===== config.mk =====
export PLATFORM = sky130hd
export DESIGN_NAME = gol_gen_scheduler
export DESIGN_NICKNAME = d
export VERILOG_FILES = /design/src/rtl/gol_gen_scheduler.sv
export SDC_FILE = /design/constraint.sdc
export NUM_CORES = 1
export LEC_CHECK = 0
export ABC_AREA = 0
export CAP_MARGIN = 20
export CORE_MARGIN = 4
export CORE_UTILIZATION = 60
export CTS_BUF_LIST = sky130_fd_sc_hd__clkbuf_8
export DETAILED_ROUTE_END_ITERATION = 8
export DONT_BUFFER_PORTS = 1
export PLACE_DENSITY = 0.76
export SLEW_MARGIN = 40
export SYNTH_ARGS = -nofsm -noshare
export SYNTH_HDL_FRONTEND = slang
export SYNTH_SLANG_ARGS = --single-unit

===== constraint.sdc =====
create_clock -name clk -period 2.45 [get_ports clk]
set_input_delay 0.6125 -clock clk [delete_from_list [all_inputs] [get_ports clk]]
set_output_delay 0.6125 -clock clk [all_outputs]
set_load 0.05 [all_outputs]

===== src/rtl/gol_gen_scheduler.sv =====
// Game of Life generation scheduler: tick/step pacing, cell-index sweep, commit pulse and edit arbitration.
// Optional stable-grid detection is compiled in when GOL_STABLE_DETECT_EN is defined.
module gol_gen_scheduler #(
  parameter int GRID_SIZE = 16,
  parameter int TICK_DIV  = 25000000,
  parameter int IDX_W     = $clog2(GRID_SIZE*GRID_SIZE)
) (
  input  logic             clk,
  input  logic             rst_n,
  input  logic             run,
  input  logic             step,
  input  logic             edit_req,
  output logic             edit_gnt,
  output logic             eng_valid,
  output logic [IDX_W-1:0] eng_idx,
  input  logic             eng_ready,
  input  logic             eng_changed,
  output logic             commit,
  output logic             busy,
  output logic [15:0]      gen_count,
  output logic             stable
);
  localparam int                 CNT_W     = $clog2(TICK_DIV);
  localparam logic [CNT_W-1:0]   TICK_LAST = CNT_W'(TICK_DIV - 1);
  localparam logic [IDX_W-1:0]   LAST_IDX  = IDX_W'(GRID_SIZE*GRID_SIZE - 1);

  typedef enum logic [1:0] {S_IDLE, S_SWEEP, S_COMMIT} state_t;

  state_t             r_state;
  state_t             w_state_nxt;
  logic [CNT_W-1:0]   r_cnt;
  logic               r_pending;
  logic               r_gnt;
  logic               r_valid;
  logic [IDX_W-1:0]   r_idx;
  logic               r_commit;
  logic               r_busy;
  logic [15:0]        r_gen_count;

  logic               w_idle;
  logic               w_start;
  logic               w_accept;
  logic               w_last;
  logic               w_tick;
  logic               w_suppress;

  assign w_idle   = (r_state == S_IDLE);
  // Edits own the write path: no generation may start while a request or grant is live.
  assign w_start  = w_idle & r_pending & ~edit_req & ~r_gnt;
  assign w_accept = r_valid & eng_ready;
  assign w_last   = w_accept & (r_idx == LAST_IDX);
  assign w_tick   = w_idle & run & ~w_suppress & (r_cnt == TICK_LAST);

  always_comb begin
    w_state_nxt = r_state;
    case (r_state)
      S_IDLE:   if (w_start) w_state_nxt = S_SWEEP;
      S_SWEEP:  if (w_last)  w_state_nxt = S_COMMIT;
      S_COMMIT: w_state_nxt = S_IDLE;
      default:  w_state_nxt = S_IDLE;
    endcase
  end

  always_ff @(posedge clk or negedge rst_n) begin
    if (!rst_n) begin
      r_state     <= S_IDLE;
      r_cnt       <= '0;
      r_pending   <= 1'b0;
      r_gnt       <= 1'b0;
      r_valid     <= 1'b0;
      r_idx       <= '0;
      r_commit    <= 1'b0;
      r_busy      <= 1'b0;
      r_gen_count <= '0;
    end else begin
      r_state <= w_state_nxt;
      r_gnt   <= w_idle & edit_req;

      // Counter is frozen at zero for the whole generation, so ticks never queue up.
      if (!w_idle || w_start || w_suppress || w_tick) begin
        r_cnt <= '0;
      end else if (run) begin
        r_cnt <= r_cnt + 1'b1;
      end

      if (w_start) begin
        r_pending <= 1'b0;
      end else if (w_tick || (w_idle && !run && step)) begin
        r_pending <= 1'b1;
      end

      r_commit <= 1'b0;
      case (r_state)
        S_IDLE: begin
          if (w_start) begin
            r_valid <= 1'b1;
            r_idx   <= '0;
            r_busy  <= 1'b1;
          end
        end
        S_SWEEP: begin
          if (w_last) begin
            r_valid  <= 1'b0;
            r_idx    <= '0;
            r_commit <= 1'b1;
          end else if (w_accept) begin
            r_idx <= r_idx + 1'b1;
          end
        end
        S_COMMIT: begin
          r_busy      <= 1'b0;
          r_gen_count <= r_gen_count + 16'd1;
        end
        default: ;
      endcase
    end
  end

`ifdef GOL_STABLE_DETECT_EN
  logic r_any_change;
  logic r_stable;

  always_ff @(posedge clk or negedge rst_n) begin
    if (!rst_n) begin
      r_any_change <= 1'b0;
      r_stable     <= 1'b0;
    end else begin
      if (w_start) begin
        r_any_change <= 1'b0;
      end else if (w_accept && eng_changed) begin
        r_any_change <= 1'b1;
      end
      // A fresh edit may make the grid evolve again, so it re-arms automatic ticks.
      if (r_state == S_COMMIT) begin
        r_stable <= ~r_any_change;
      end else if (w_idle && edit_req && !r_gnt) begin
        r_stable <= 1'b0;
      end
    end
  end

  assign w_suppress = r_stable;
  assign stable     = r_stable;
`else
  logic w_unused_changed;
  assign w_unused_changed = eng_changed;
  assign w_suppress       = 1'b0;
  assign stable           = 1'b0;
`endif

  assign edit_gnt  = r_gnt;
  assign eng_valid = r_valid;
  assign eng_idx   = r_idx;
  assign commit    = r_commit;
  assign busy      = r_busy;
  assign gen_count = r_gen_count;

endmodule


==> results of run 1 <==
[report_power, final]
part,internal (mW),switching (mW)
sequential,0.923,0
combinational,0.00589,0.0202
clock,0.305,0.299
[critical path: cells and delay by family (launching register included)]
family | cells | cell delay (ns)
simple gates | 3 | 1.16
flops | 1 | 0.44
fa+ha+maj | 1 | 0.20
compound gates | 1 | 0.16
[cells in the mapped netlist (7+ instances only)]
| cell | number | area share [%] |
|---|---|---|
| a21oi_1 | 15 | 2.7 |
| and3_1 | 7 | 1.6 |
| dfrtp_1 | 56 | 50 |
| inv_1 | 8 | 1.1 |
| nand2_1 | 27 | 3.6 |
| nand3_1 | 14 | 2.5 |
| nand4_1 | 11 | 2.5 |
| nor2_1 | 22 | 3.0 |
| nor3_1 | 7 | 1.3 |
| o21ai_0 | 13 | 2.3 |
| o31ai_1 | 8 | 2.1 |
| or3_1 | 10 | 2.2 |
| or4_1 | 8 | 2.1 |
| xnor2_1 | 25 | 7.8 |
[area by class of cell]
type                    instances  area (um2)
repair buffers                 13       117.6
well taps                      52       65.06
multi-input cells             210        1318
flip-flops and latches         56        1401
clock buffers                   5       68.82
clock inverters                 3       42.54
inverters                       8       30.03
fillers                       369        1401
[metrics by stage]
step                      std cells  setup WS [ns]
after floorplan                 285         0.3829
after global placement          338         0.4520
after detailed placement        338         0.4233
after CTS                       347         0.4086
after global routing            347         0.2534
final                           347         0.4049
[registers in the layout, summed over array words and instances (netlist names)]
signal     cells
eng_idx        8
gen_count     16
edit_gnt       1
busy           1
commit         1
r_state        2
r_cnt         25
r_pending      1
eng_valid      1
[logic make-up (layout without fill, tap and decap cells)]
kind of cell | count (synthesis) | after routing | synth area share, %
AND/OR/NAND/NOR | 132 | 132 | 26.50
flip-flops | 56 | 56 | 50.13
AO/OA/AOI/OAI | 44 | 44 | 9.445
XOR/XNOR | 28 | 28 | 8.774
buffers and inverters | 19 | 29 | 2.910
adder cells (fa/ha/maj) | 3 | 3 | 1.343
multiplexers | 2 | 2 | 0.7610
other | 1 | 1 | 0.1342
[metal layers]
metal	wire (um)	share of wire, %	GRT usage (%)	vias to the layer above
met3	272	4.8	5.083	7
met4	80	1.4	6.159	0
met2	2702	48	34.53	44
met5	0	0	0	-
li1	-	-	-	1048
met1	2558	46	27.65	1044
[worst paths after layout]
check	to	slack [ns]	cells after the start
min in group clk	edit_gnt	0.43	1
max in group asynchronous	gen_count[11]	2.07	1
worst min register to register	eng_idx[2]	0.54	1
worst min-delay path	r_cnt[2]	0.15	1
worst max register to register	r_cnt[18]	0.40	5
worst max-delay path	r_cnt[18]	0.40	5
[timing repair]
action | 4_1_cts | 5_1_grt
hold endpoints to repair | 56 | 0
buffers inserted | 0 | 0
endpoints found under the setup margin | 0 | 0
hold buffers | 1 | 0
==> metrics.txt, run 1 <==
# TYPE chip_impl_metric gauge
chip_impl_metric{name="detailroute.via_count",unit=""} 2143
chip_impl_metric{name="irDropWorstVdd",unit="mV"} 0.4016
chip_impl_metric{name="proportion_of_register_bits_with_asynchronous_set_or_reset_after_synthesis",unit="%"} 100.0
chip_impl_metric{name="dp_hpwl",unit="um"} 3920
chip_impl_metric{name="final_core_util",unit="%"} 68.47
chip_impl_metric{name="layout.cell_area.non_filler",unit="um2"} 3043
chip_impl_metric{name="yosysWarnings",unit=""} 0
chip_impl_metric{name="cts.path.max_buffers",unit=""} 2
chip_impl_metric{name="critical-path-max-stage-delay",unit="ns"} 0.64
chip_impl_metric{name="clkLatencyLatePin",unit="ns"} 0.31
chip_impl_metric{name="die_height",unit="um"} 76.26
chip_impl_metric{name="initial_drt_markers",unit=""} 178
chip_impl_metric{name="finish.net_count",unit=""} 304
chip_impl_metric{name="pwr_density_cell",unit="nW/um2"} 510.6
chip_impl_metric{name="maxClockFrequency",unit="MHz"} 489.0
chip_impl_metric{name="critPathArrivalTime",unit="ns"} 2.28
chip_impl_metric{name="worst_slew_pin_slew",unit="ns"} 0.6147
chip_impl_metric{name="initial_antenna_violation_count",unit=""} 0
chip_impl_metric{name="synthesis.area",unit="um2"} 2795
chip_impl_info{name="startpoint_of_the_most_critical_setup_path",value="r_cnt[0]"} 1
chip_impl_metric{name="maxSlewViolCount",unit=""} 0
chip_impl_info{name="cts_tree",value="done"} 1
chip_impl_metric{name="grt_first_pass_wirelength",unit="um"} 9984
chip_impl_metric{name="routabilityCongestion",unit=""} 0.9053
chip_impl_info{name="worst-setup-path-type",value="register to register"} 1
chip_impl_info{name="timing.critical_path.cells",value="ha_1, nand3_1, or4_1, or3_1, a21oi_1"} 1
chip_impl_info{name="r2r-start",value="r_cnt[0]"} 1
chip_impl_metric{name="routed_wl",unit="um"} 5615
chip_impl_metric{name="synthesis.area_per_instance",unit="um2"} 9.808
chip_impl_metric{name="area_growth",unit="%"} 8.863
chip_impl_metric{name="cts.sink_count",unit=""} 56
chip_impl_metric{name="clk_pin_slew_worst_paths",unit="ns"} 0.10
chip_impl_info{name="worst_hold_path_type",value="primary input to asynchronous set/reset pin"} 1
chip_impl_info{name="critPathSlowestCell",value="or4_1"} 1
chip_impl_metric{name="final-setup-viol-count",unit=""} 0
chip_impl_metric{name="detailedRoute.firstPassIterationCount",unit=""} 4
chip_impl_metric{name="floorplan.initialDensity",unit="%"} 62.89
chip_impl_metric{name="report.power.total",unit="mW"} 1.554
chip_impl_info{name="endpoint_kind",value="register"} 1
chip_impl_metric{name="rows",unit=""} 24
chip_impl_metric{name="final_antenna_net_count",unit=""} 0
chip_impl_info{name="final_cell_mix",value="dfrtp_1, nand2_1, xnor2_1"} 1
chip_impl_metric{name="cp.required",unit="ns"} 2.68
chip_impl_metric{name="grt_pass1_vias",unit=""} 2108
chip_impl_metric{name="mappedNetlistNets",unit=""} 295
chip_impl_metric{name="max_cap_viol_count",unit=""} 0
chip_impl_info{name="postSynth.topFlopCell",value="dfrtp_1"} 1
chip_impl_metric{name="proportion_of_layout_cells_with_a_drive_suffix_above_1",unit="%"} 9.831
chip_impl_metric{name="design.die.area",unit="um2"} 5815
chip_impl_metric{name="floorplan.die.width",unit="um"} 76.26
chip_impl_metric{name="globalRouteTotalUtil",unit="%"} 20.99
chip_impl_metric{name="grt_max_degree",unit=""} 57
chip_impl_metric{name="hold-worst-slack",unit="ns"} 0.1466
chip_impl_metric{name="dpl_cell_area",unit="um2"} 2904
chip_impl_metric{name="synth_cell_types",unit=""} 41
chip_impl_metric{name="core_footprint",unit="um2"} 4444
chip_impl_metric{name="avgRoutedWirePerCell",unit="um"} 16.18
chip_impl_metric{name="post-route-drc-count",unit=""} 0
chip_impl_metric{name="synth_sequential_area_ratio",unit="%"} 50.13
chip_impl_metric{name="post-route-period-util",unit="%"} 83.47
chip_impl_metric{name="leakagePower",unit="nW"} 1.248
chip_impl_metric{name="maxSlewHeadroom",unit="%"} 59.02
chip_impl_metric{name="cts.repair.resized",unit=""} 0
chip_impl_info{name="cts_root_buffer",value="clkbuf_8"} 1
chip_impl_info{name="cp-start-kind",value="register"} 1
chip_impl_metric{name="hold_viol_final",unit=""} 0
chip_impl_metric{name="worst_clk_skew",unit="ns"} 0.01072
chip_impl_metric{name="tns",unit="ns"} 0
chip_impl_metric{name="synth_edf_count",unit=""} 0
chip_impl_info{name="rsz0062_at_grt",value="false"} 1
chip_impl_metric{name="port-buffer-count",unit=""} 0
chip_impl_metric{name="cts.htree.levels",unit=""} 2
chip_impl_metric{name="period_needed",unit="ns"} 2.045
chip_impl_info{name="layout_commonest_cell",value="dfrtp_1"} 1
chip_impl_metric{name="ys_seq_elements",unit=""} 56
chip_impl_metric{name="vias_per_cell",unit=""} 6.176
chip_impl_metric{name="post_synth_inst_count",unit=""} 285
chip_impl_metric{name="boundaryPins",unit=""} 36
chip_impl_metric{name="global_route.overflow_total",unit=""} 0
chip_impl_info{name="status",value="completed"} 1
chip_impl_metric{name="path_max_fanout",unit=""} 5
chip_impl_metric{name="tritoncts_buffers",unit=""} 5
chip_impl_metric{name="diodes",unit=""} 0
Power figures use the tool's default switching activity.
==> run 2: changes to the inputs <==
==> constraint.sdc (replaced) <==
create_clock -name clk -period 2.1 [get_ports clk]
set_input_delay 0.525 -clock clk [delete_from_list [all_inputs] [get_ports clk]]
set_output_delay 0.525 -clock clk [all_outputs]
set_load 0.05 [all_outputs]
==> metrics.txt, run 2 (synthesis results as in run 1) <==
# TYPE chip_impl_metric gauge
chip_impl_metric{name="post-route-worst-setup-slack",unit="ns"} 0.1655
chip_impl_metric{name="cts.sink_count",unit=""} 56
chip_impl_info{name="status",value="completed"} 1
chip_impl_info{name="cts_tree",value="done"} 1
chip_impl_metric{name="clkLatencyLatePin",unit="ns"} 0.30
chip_impl_metric{name="final-setup-viol-count",unit=""} 0
chip_impl_metric{name="path_max_fanout",unit=""} 5
chip_impl_metric{name="routed_wl",unit="um"} 5911
chip_impl_metric{name="tritoncts_buffers",unit=""} 5
chip_impl_metric{name="cts.path.max_buffers",unit=""} 2
chip_impl_metric{name="maxSlewHeadroom",unit="%"} 58.55
chip_impl_metric{name="max_cap_viol_count",unit=""} 0
chip_impl_metric{name="diodes",unit=""} 0
chip_impl_metric{name="post-route-drc-count",unit=""} 0
chip_impl_metric{name="rows",unit=""} 24
chip_impl_metric{name="leakagePower",unit="nW"} 1.346
chip_impl_info{name="worst-setup-path-type",value="register to register"} 1
chip_impl_metric{name="core_footprint",unit="um2"} 4444
chip_impl_info{name="top_register",value="r_cnt"} 1
chip_impl_info{name="r2r-start",value="r_cnt[1]"} 1
chip_impl_metric{name="clk_pin_slew_worst_paths",unit="ns"} 0.10
chip_impl_metric{name="detailroute.via_count",unit=""} 2295
chip_impl_metric{name="floorplan.initialDensity",unit="%"} 62.89
chip_impl_metric{name="period_needed",unit="ns"} 1.935
chip_impl_metric{name="tns",unit="ns"} 0
chip_impl_info{name="rsz0062_at_grt",value="false"} 1
chip_impl_metric{name="maxSlewViolCount",unit=""} 0
chip_impl_metric{name="grt_max_degree",unit=""} 57
chip_impl_info{name="cts_root_buffer",value="clkbuf_8"} 1
chip_impl_metric{name="initial_drt_markers",unit=""} 211
chip_impl_metric{name="dp_hpwl",unit="um"} 4162
chip_impl_metric{name="critPathArrivalTime",unit="ns"} 2.16
chip_impl_metric{name="post-route-period-util",unit="%"} 92.12
chip_impl_metric{name="floorplan.die.width",unit="um"} 76.26
chip_impl_metric{name="proportion_of_layout_cells_with_a_drive_suffix_above_1",unit="%"} 16.29
chip_impl_metric{name="finish.net_count",unit=""} 322
chip_impl_info{name="cp-start-kind",value="register"} 1
chip_impl_metric{name="globalRouteTotalUtil",unit="%"} 21.71
chip_impl_metric{name="dp_worst_setup_slack",unit="ns"} 0.09411
chip_impl_metric{name="worst_clk_skew",unit="ns"} 0.003608
chip_impl_metric{name="initial_antenna_violation_count",unit=""} 0
chip_impl_metric{name="hold_viol_final",unit=""} 0
chip_impl_metric{name="grt_first_pass_wirelength",unit="um"} 10530
chip_impl_metric{name="final_antenna_net_count",unit=""} 0
chip_impl_metric{name="cp.required",unit="ns"} 2.33
chip_impl_metric{name="postCtsSetupRepairBufs",unit=""} 0
chip_impl_metric{name="design.die.area",unit="um2"} 5815
chip_impl_metric{name="layout.cell_area.non_filler",unit="um2"} 3193
chip_impl_metric{name="final_core_util",unit="%"} 71.85
chip_impl_info{name="critical_path.reg2reg.endpoint",value="r_cnt[24]"} 1
chip_impl_info{name="layout_commonest_cell",value="dfrtp_1"} 1
chip_impl_metric{name="area_growth",unit="%"} 14.23
chip_impl_info{name="final_cell_mix",value="dfrtp_1, buf_4, nand2_1"} 1
chip_impl_metric{name="worstRegToRegCells",unit=""} 5
chip_impl_metric{name="maxClockFrequency",unit="MHz"} 516.9
chip_impl_metric{name="worst_slew_pin_slew",unit="ns"} 0.6218
chip_impl_metric{name="port-buffer-count",unit=""} 0
chip_impl_metric{name="cts.htree.levels",unit=""} 2
chip_impl_metric{name="detailedRoute.firstPassIterationCount",unit=""} 6
chip_impl_metric{name="vias_per_cell",unit=""} 6.288
chip_impl_info{name="worst_hold_path_type",value="primary input to asynchronous set/reset pin"} 1
chip_impl_metric{name="global_route.overflow_total",unit=""} 0
chip_impl_info{name="endpoint_kind",value="register"} 1
chip_impl_metric{name="grt_pass1_vias",unit=""} 2271
chip_impl_metric{name="routabilityCongestion",unit=""} 0.8704
chip_impl_metric{name="dpl_cell_area",unit="um2"} 3039
chip_impl_metric{name="boundaryPins",unit=""} 36
chip_impl_metric{name="die_height",unit="um"} 76.26
chip_impl_metric{name="irDropWorstVdd",unit="mV"} 0.2874
chip_impl_metric{name="largest_register_ff_count",unit=""} 25
chip_impl_metric{name="avgRoutedWirePerCell",unit="um"} 16.19
chip_impl_metric{name="ff2ff_setup_slack",unit="ns"} 0.17
chip_impl_metric{name="pwr_density_cell",unit="nW/um2"} 569.1
-- run 2: cell count changes in the layout (fill, tap and decap cells not counted), sizes merged --
cell	previous run	this run
buf	13	31
-- run 2: how the worst max path moves through the flow --
| stage | slack, ns | end | cells after the start | start |
|---|---|---|---|---|
| 6_report | 0.17 | r_cnt[24] | 5 | r_cnt[1] |
| 4_1_cts | 0.07 | r_cnt[18] | 5 | r_cnt[0] |
| 3_5_place_dp | 0.09 | r_cnt[18] | 5 | r_cnt[0] |
| 2_1_floorplan | 0.12 | r_cnt[19] | 5 | run |
| 3_3_place_gp | 0.15 | r_cnt[18] | 5 | r_cnt[0] |
| 5_1_grt | 0.04 | r_cnt[24] | 5 | r_cnt[1] |
-- run 2: area by class of cell --
| cell class | instances | area, um2 |
|---|---|---|
| clock buffers | 5 | 68.82 |
| clock inverters | 3 | 42.54 |
| fillers | 337 | 1251 |
| inverters | 8 | 30.03 |
| multi-input cells | 210 | 1331 |
| flip-flops and latches | 56 | 1403 |
| well taps | 52 | 65.06 |
| repair buffers | 31 | 252.7 |
-- run 2: metal layers --
layer / wire, um / up-vias / global-route usage [%]
met3: 350 / 11 / 5.319
met4: 78 / 0 / 7.246
met2: 2894 / 81 / 35.06
met5: 0 / - / 0
met1: 2588 / 1125 / 28.75
li1: - / 1078 / -
-- run 2: stage by stage --
step	total power, mW	hold slack (ns)	std cells
detailed placement	1.105	0.2310	356
global route	1.883	0.07938	365
CTS	1.834	0.07068	365
finish	1.817	0.06835	365
global placement	1.105	0.2308	356
floorplan	1.109	0.2294	285
-- run 2: report_power, final --
group          leakage, nW  switching [mW]  total [mW]  internal, mW
logic                0.510          0.0242      0.0311       0.00687
clock network       0.0599           0.353       0.709         0.356
registers            0.776               0        1.08          1.08
total                 1.35           0.377        1.82          1.44
-- run 2: repair_timing --
action / in CTS / in global routing
hold endpoints to repair: 56 / 0
resized for setup: 0 / 4
hold buffers: 1 / 0
endpoints found under the setup margin: 0 / 5
-- run 2: worst max-delay path, cell delays in order (launching register included) --
cell     delay [ns]
dfrtp_1        0.42
ha_1           0.22
nand3_2        0.14
or3_4          0.38
or4_1          0.52
a31oi_1        0.18
==> run 3: changes to the inputs <==
--- a/config.mk
+++ b/config.mk
@@ -8,11 +8,11 @@
 export ABC_AREA = 0
 export CAP_MARGIN = 20
 export CORE_MARGIN = 4
-export CORE_UTILIZATION = 60
+export CORE_UTILIZATION = 55
 export CTS_BUF_LIST = sky130_fd_sc_hd__clkbuf_8
 export DETAILED_ROUTE_END_ITERATION = 8
 export DONT_BUFFER_PORTS = 1
-export PLACE_DENSITY = 0.76
+export PLACE_DENSITY = 0.7
 export SLEW_MARGIN = 40
 export SYNTH_ARGS = -nofsm -noshare
 export SYNTH_HDL_FRONTEND = slang
==> metrics.txt, run 3 (synthesis results as in run 1) <==
# TYPE chip_impl_metric gauge
chip_impl_metric{name="max_cap_viol_count",unit=""} 0
chip_impl_metric{name="detailroute.via_count",unit=""} 2175
chip_impl_info{name="top_register",value="r_cnt"} 1
chip_impl_metric{name="irDropWorstVdd",unit="mV"} 0.6151
chip_impl_metric{name="initial_antenna_violation_count",unit=""} 0
chip_impl_metric{name="largest_register_ff_count",unit=""} 25
chip_impl_metric{name="diodes",unit=""} 0
chip_impl_info{name="cp-start-kind",value="register"} 1
chip_impl_metric{name="critPathArrivalTime",unit="ns"} 2.17
chip_impl_metric{name="routed_wl",unit="um"} 5581
chip_impl_metric{name="port-buffer-count",unit=""} 0
chip_impl_metric{name="final_cell_count_no_fill",unit=""} 385
chip_impl_metric{name="worstRegToRegCells",unit=""} 5
chip_impl_metric{name="floorplan.initialDensity",unit="%"} 58.03
chip_impl_metric{name="period_needed",unit="ns"} 1.944
chip_impl_info{name="final_cell_mix",value="dfrtp_1, buf_4, nand2_1"} 1
chip_impl_metric{name="multi_input_gate_area_in_the_final_layout",unit="um2"} 1328
chip_impl_metric{name="post-route-drc-count",unit=""} 0
chip_impl_info{name="timing.critical_path.cells",value="ha_1, nand3_2, or4_1, or3_1, a21oi_1"} 1
chip_impl_info{name="critPathSlowestCell",value="or4_1"} 1
chip_impl_metric{name="tritoncts_buffers",unit=""} 5
chip_impl_info{name="cts_tree",value="done"} 1
chip_impl_metric{name="cts.htree.levels",unit=""} 2
chip_impl_metric{name="grt_max_degree",unit=""} 57
chip_impl_metric{name="worst_slew_pin_slew",unit="ns"} 0.6387
chip_impl_metric{name="n_fill_cell",unit=""} 407
chip_impl_info{name="cts_root_buffer",value="clkbuf_8"} 1
chip_impl_metric{name="tns",unit="ns"} 0
chip_impl_metric{name="core_footprint",unit="um2"} 4817
chip_impl_metric{name="avgRoutedWirePerCell",unit="um"} 14.50
chip_impl_metric{name="maxSlewViolCount",unit=""} 0
chip_impl_info{name="worst-setup-path-type",value="register to register"} 1
chip_impl_metric{name="globalRouteTotalUtil",unit="%"} 19.22
chip_impl_metric{name="final-setup-viol-count",unit=""} 0
chip_impl_metric{name="grt_pass1_vias",unit=""} 2082
chip_impl_metric{name="dp_hpwl",unit="um"} 4122
chip_impl_metric{name="cts.sink_count",unit=""} 56
chip_impl_metric{name="worst_clk_skew",unit="ns"} 0.009586
chip_impl_metric{name="layout.cell_area.non_filler",unit="um2"} 3224
chip_impl_metric{name="routabilityCongestion",unit=""} 0.7834
chip_impl_metric{name="global_route.overflow_total",unit=""} 0
chip_impl_metric{name="initial_drt_markers",unit=""} 99
chip_impl_metric{name="clk_pin_slew_worst_paths",unit="ns"} 0.10
chip_impl_metric{name="finish.net_count",unit=""} 327
chip_impl_info{name="r2r-start",value="r_cnt[1]"} 1
chip_impl_metric{name="proportion_of_layout_cells_with_a_drive_suffix_above_1",unit="%"} 17.30
chip_impl_metric{name="maxClockFrequency",unit="MHz"} 514.4
chip_impl_metric{name="pwr_density_cell",unit="nW/um2"} 526.4
chip_impl_metric{name="floorplan.die.width",unit="um"} 79.29
chip_impl_metric{name="post-route-period-util",unit="%"} 92.57
chip_impl_metric{name="detailedRoute.firstPassIterationCount",unit=""} 4
chip_impl_metric{name="die_height",unit="um"} 79.29
chip_impl_info{name="endpoint_kind",value="register"} 1
chip_impl_metric{name="maxSlewHeadroom",unit="%"} 57.42
chip_impl_metric{name="ff2ff_setup_slack",unit="ns"} 0.16
chip_impl_info{name="rsz0062_at_grt",value="false"} 1
chip_impl_info{name="worst_hold_path_type",value="primary input to asynchronous set/reset pin"} 1
chip_impl_metric{name="critical-path-max-stage-delay",unit="ns"} 0.62
chip_impl_metric{name="final-seq-area",unit="um2"} 1401
chip_impl_metric{name="hold_viol_final",unit=""} 0
chip_impl_metric{name="final_antenna_net_count",unit=""} 0
chip_impl_metric{name="boundaryPins",unit=""} 36
chip_impl_metric{name="leakagePower",unit="nW"} 1.359
chip_impl_metric{name="path_max_fanout",unit=""} 5
chip_impl_metric{name="clkLatencyLatePin",unit="ns"} 0.30
chip_impl_metric{name="cts.path.max_buffers",unit=""} 2
chip_impl_metric{name="rows",unit=""} 25
chip_impl_metric{name="area_growth",unit="%"} 15.35
chip_impl_info{name="layout_commonest_cell",value="dfrtp_1"} 1
chip_impl_metric{name="grt_first_pass_wirelength",unit="um"} 9722
chip_impl_metric{name="vias_per_cell",unit=""} 5.649
chip_impl_metric{name="design.die.area",unit="um2"} 6287
chip_impl_info{name="critical_path.reg2reg.endpoint",value="r_cnt[18]"} 1
chip_impl_metric{name="place.detailed.instances",unit=""} 375
chip_impl_metric{name="report.power.total",unit="mW"} 1.697
chip_impl_metric{name="cp.required",unit="ns"} 2.33
chip_impl_info{name="status",value="completed"} 1
chip_impl_metric{name="dpl_cell_area",unit="um2"} 3088
-- run 3: cell count changes in the layout (fill, tap and decap cells not counted) --
cell       before  now
dfrtp_1        55   56
bufinv_16       1    0
clkinv_4        0    1
inv_1           9    8
buf_4          30   35
clkinv_2        0    1
dfrtp_2         1    0
or4_1           7    8
or4_4           3    2
-- run 3: stage by stage --
stage | setup slack [ns] | hold WS (ns) | util [%]
after detailed placement | 0.1250 | 0.2317 | 64.10
after global routing | 0.05381 | 0.07293 | 66.94
after floorplan | 0.1204 | 0.2294 | -
after global placement | 0.1555 | 0.2311 | 64.10
after CTS | 0.08142 | 0.07742 | 66.57
final | 0.1560 | 0.06589 | 66.94
-- run 3: how the worst max path moves through the flow --
stage | start | endpoint | cells past startpoint
2_1_floorplan | run | r_cnt[19] | 5
4_1_cts | r_cnt[1] | r_cnt[18] | 5
3_5_place_dp | r_cnt[4] | r_cnt[23] | 4
3_3_place_gp | r_cnt[1] | r_cnt[24] | 5
6_report | r_cnt[1] | r_cnt[18] | 5
5_1_grt | r_cnt[1] | r_cnt[24] | 5
-- run 3: repair_timing --
item,4_1_cts,5_1_grt
gates resized for setup,0,2
buffers inserted,0,1
endpoints found under the setup margin,0,3
hold buffers,1,0
hold endpoints to repair,56,0
-- run 3: critical path, delay by kind of cell, from the launching register on --
family,cells,cell delay [ns]
fa+ha+maj,1,0.20
compound gates,1,0.15
simple gates,3,1.10
flops,1,0.42
-- run 3: final cells by class --
| cell class | instances | share of cell area, % |
|---|---|---|
| clock buffer | 5 | 2.134 |
| clock inverter | 3 | 0.6985 |
| inverter | 8 | 0.9313 |
| multi-input combinational | 210 | 41.17 |
| sequential | 56 | 43.46 |
| tap | 67 | 2.600 |
| timing repair buffer | 36 | 9.003 |
-- run 3: power breakdown --
group | switching [mW] | internal [mW] | leakage, nW | total, mW
clock network | 0.349 | 0.240 | 0.0485 | 0.589
registers | 0 | 1.08 | 0.778 | 1.08
logic | 0.0244 | 0.00687 | 0.533 | 0.0312
total | 0.373 | 1.32 | 1.36 | 1.70
-- run 3: metal layers --
layer / track usage [%] / wire (um) / vias to the layer above
li1: - / - / 1082
met1: 27.37 / 2746 / 1054
met2: 30.72 / 2537 / 37
met3: 4.195 / 275 / 2
met4: 3.093 / 21 / 0
met5: 0 / 0 / -
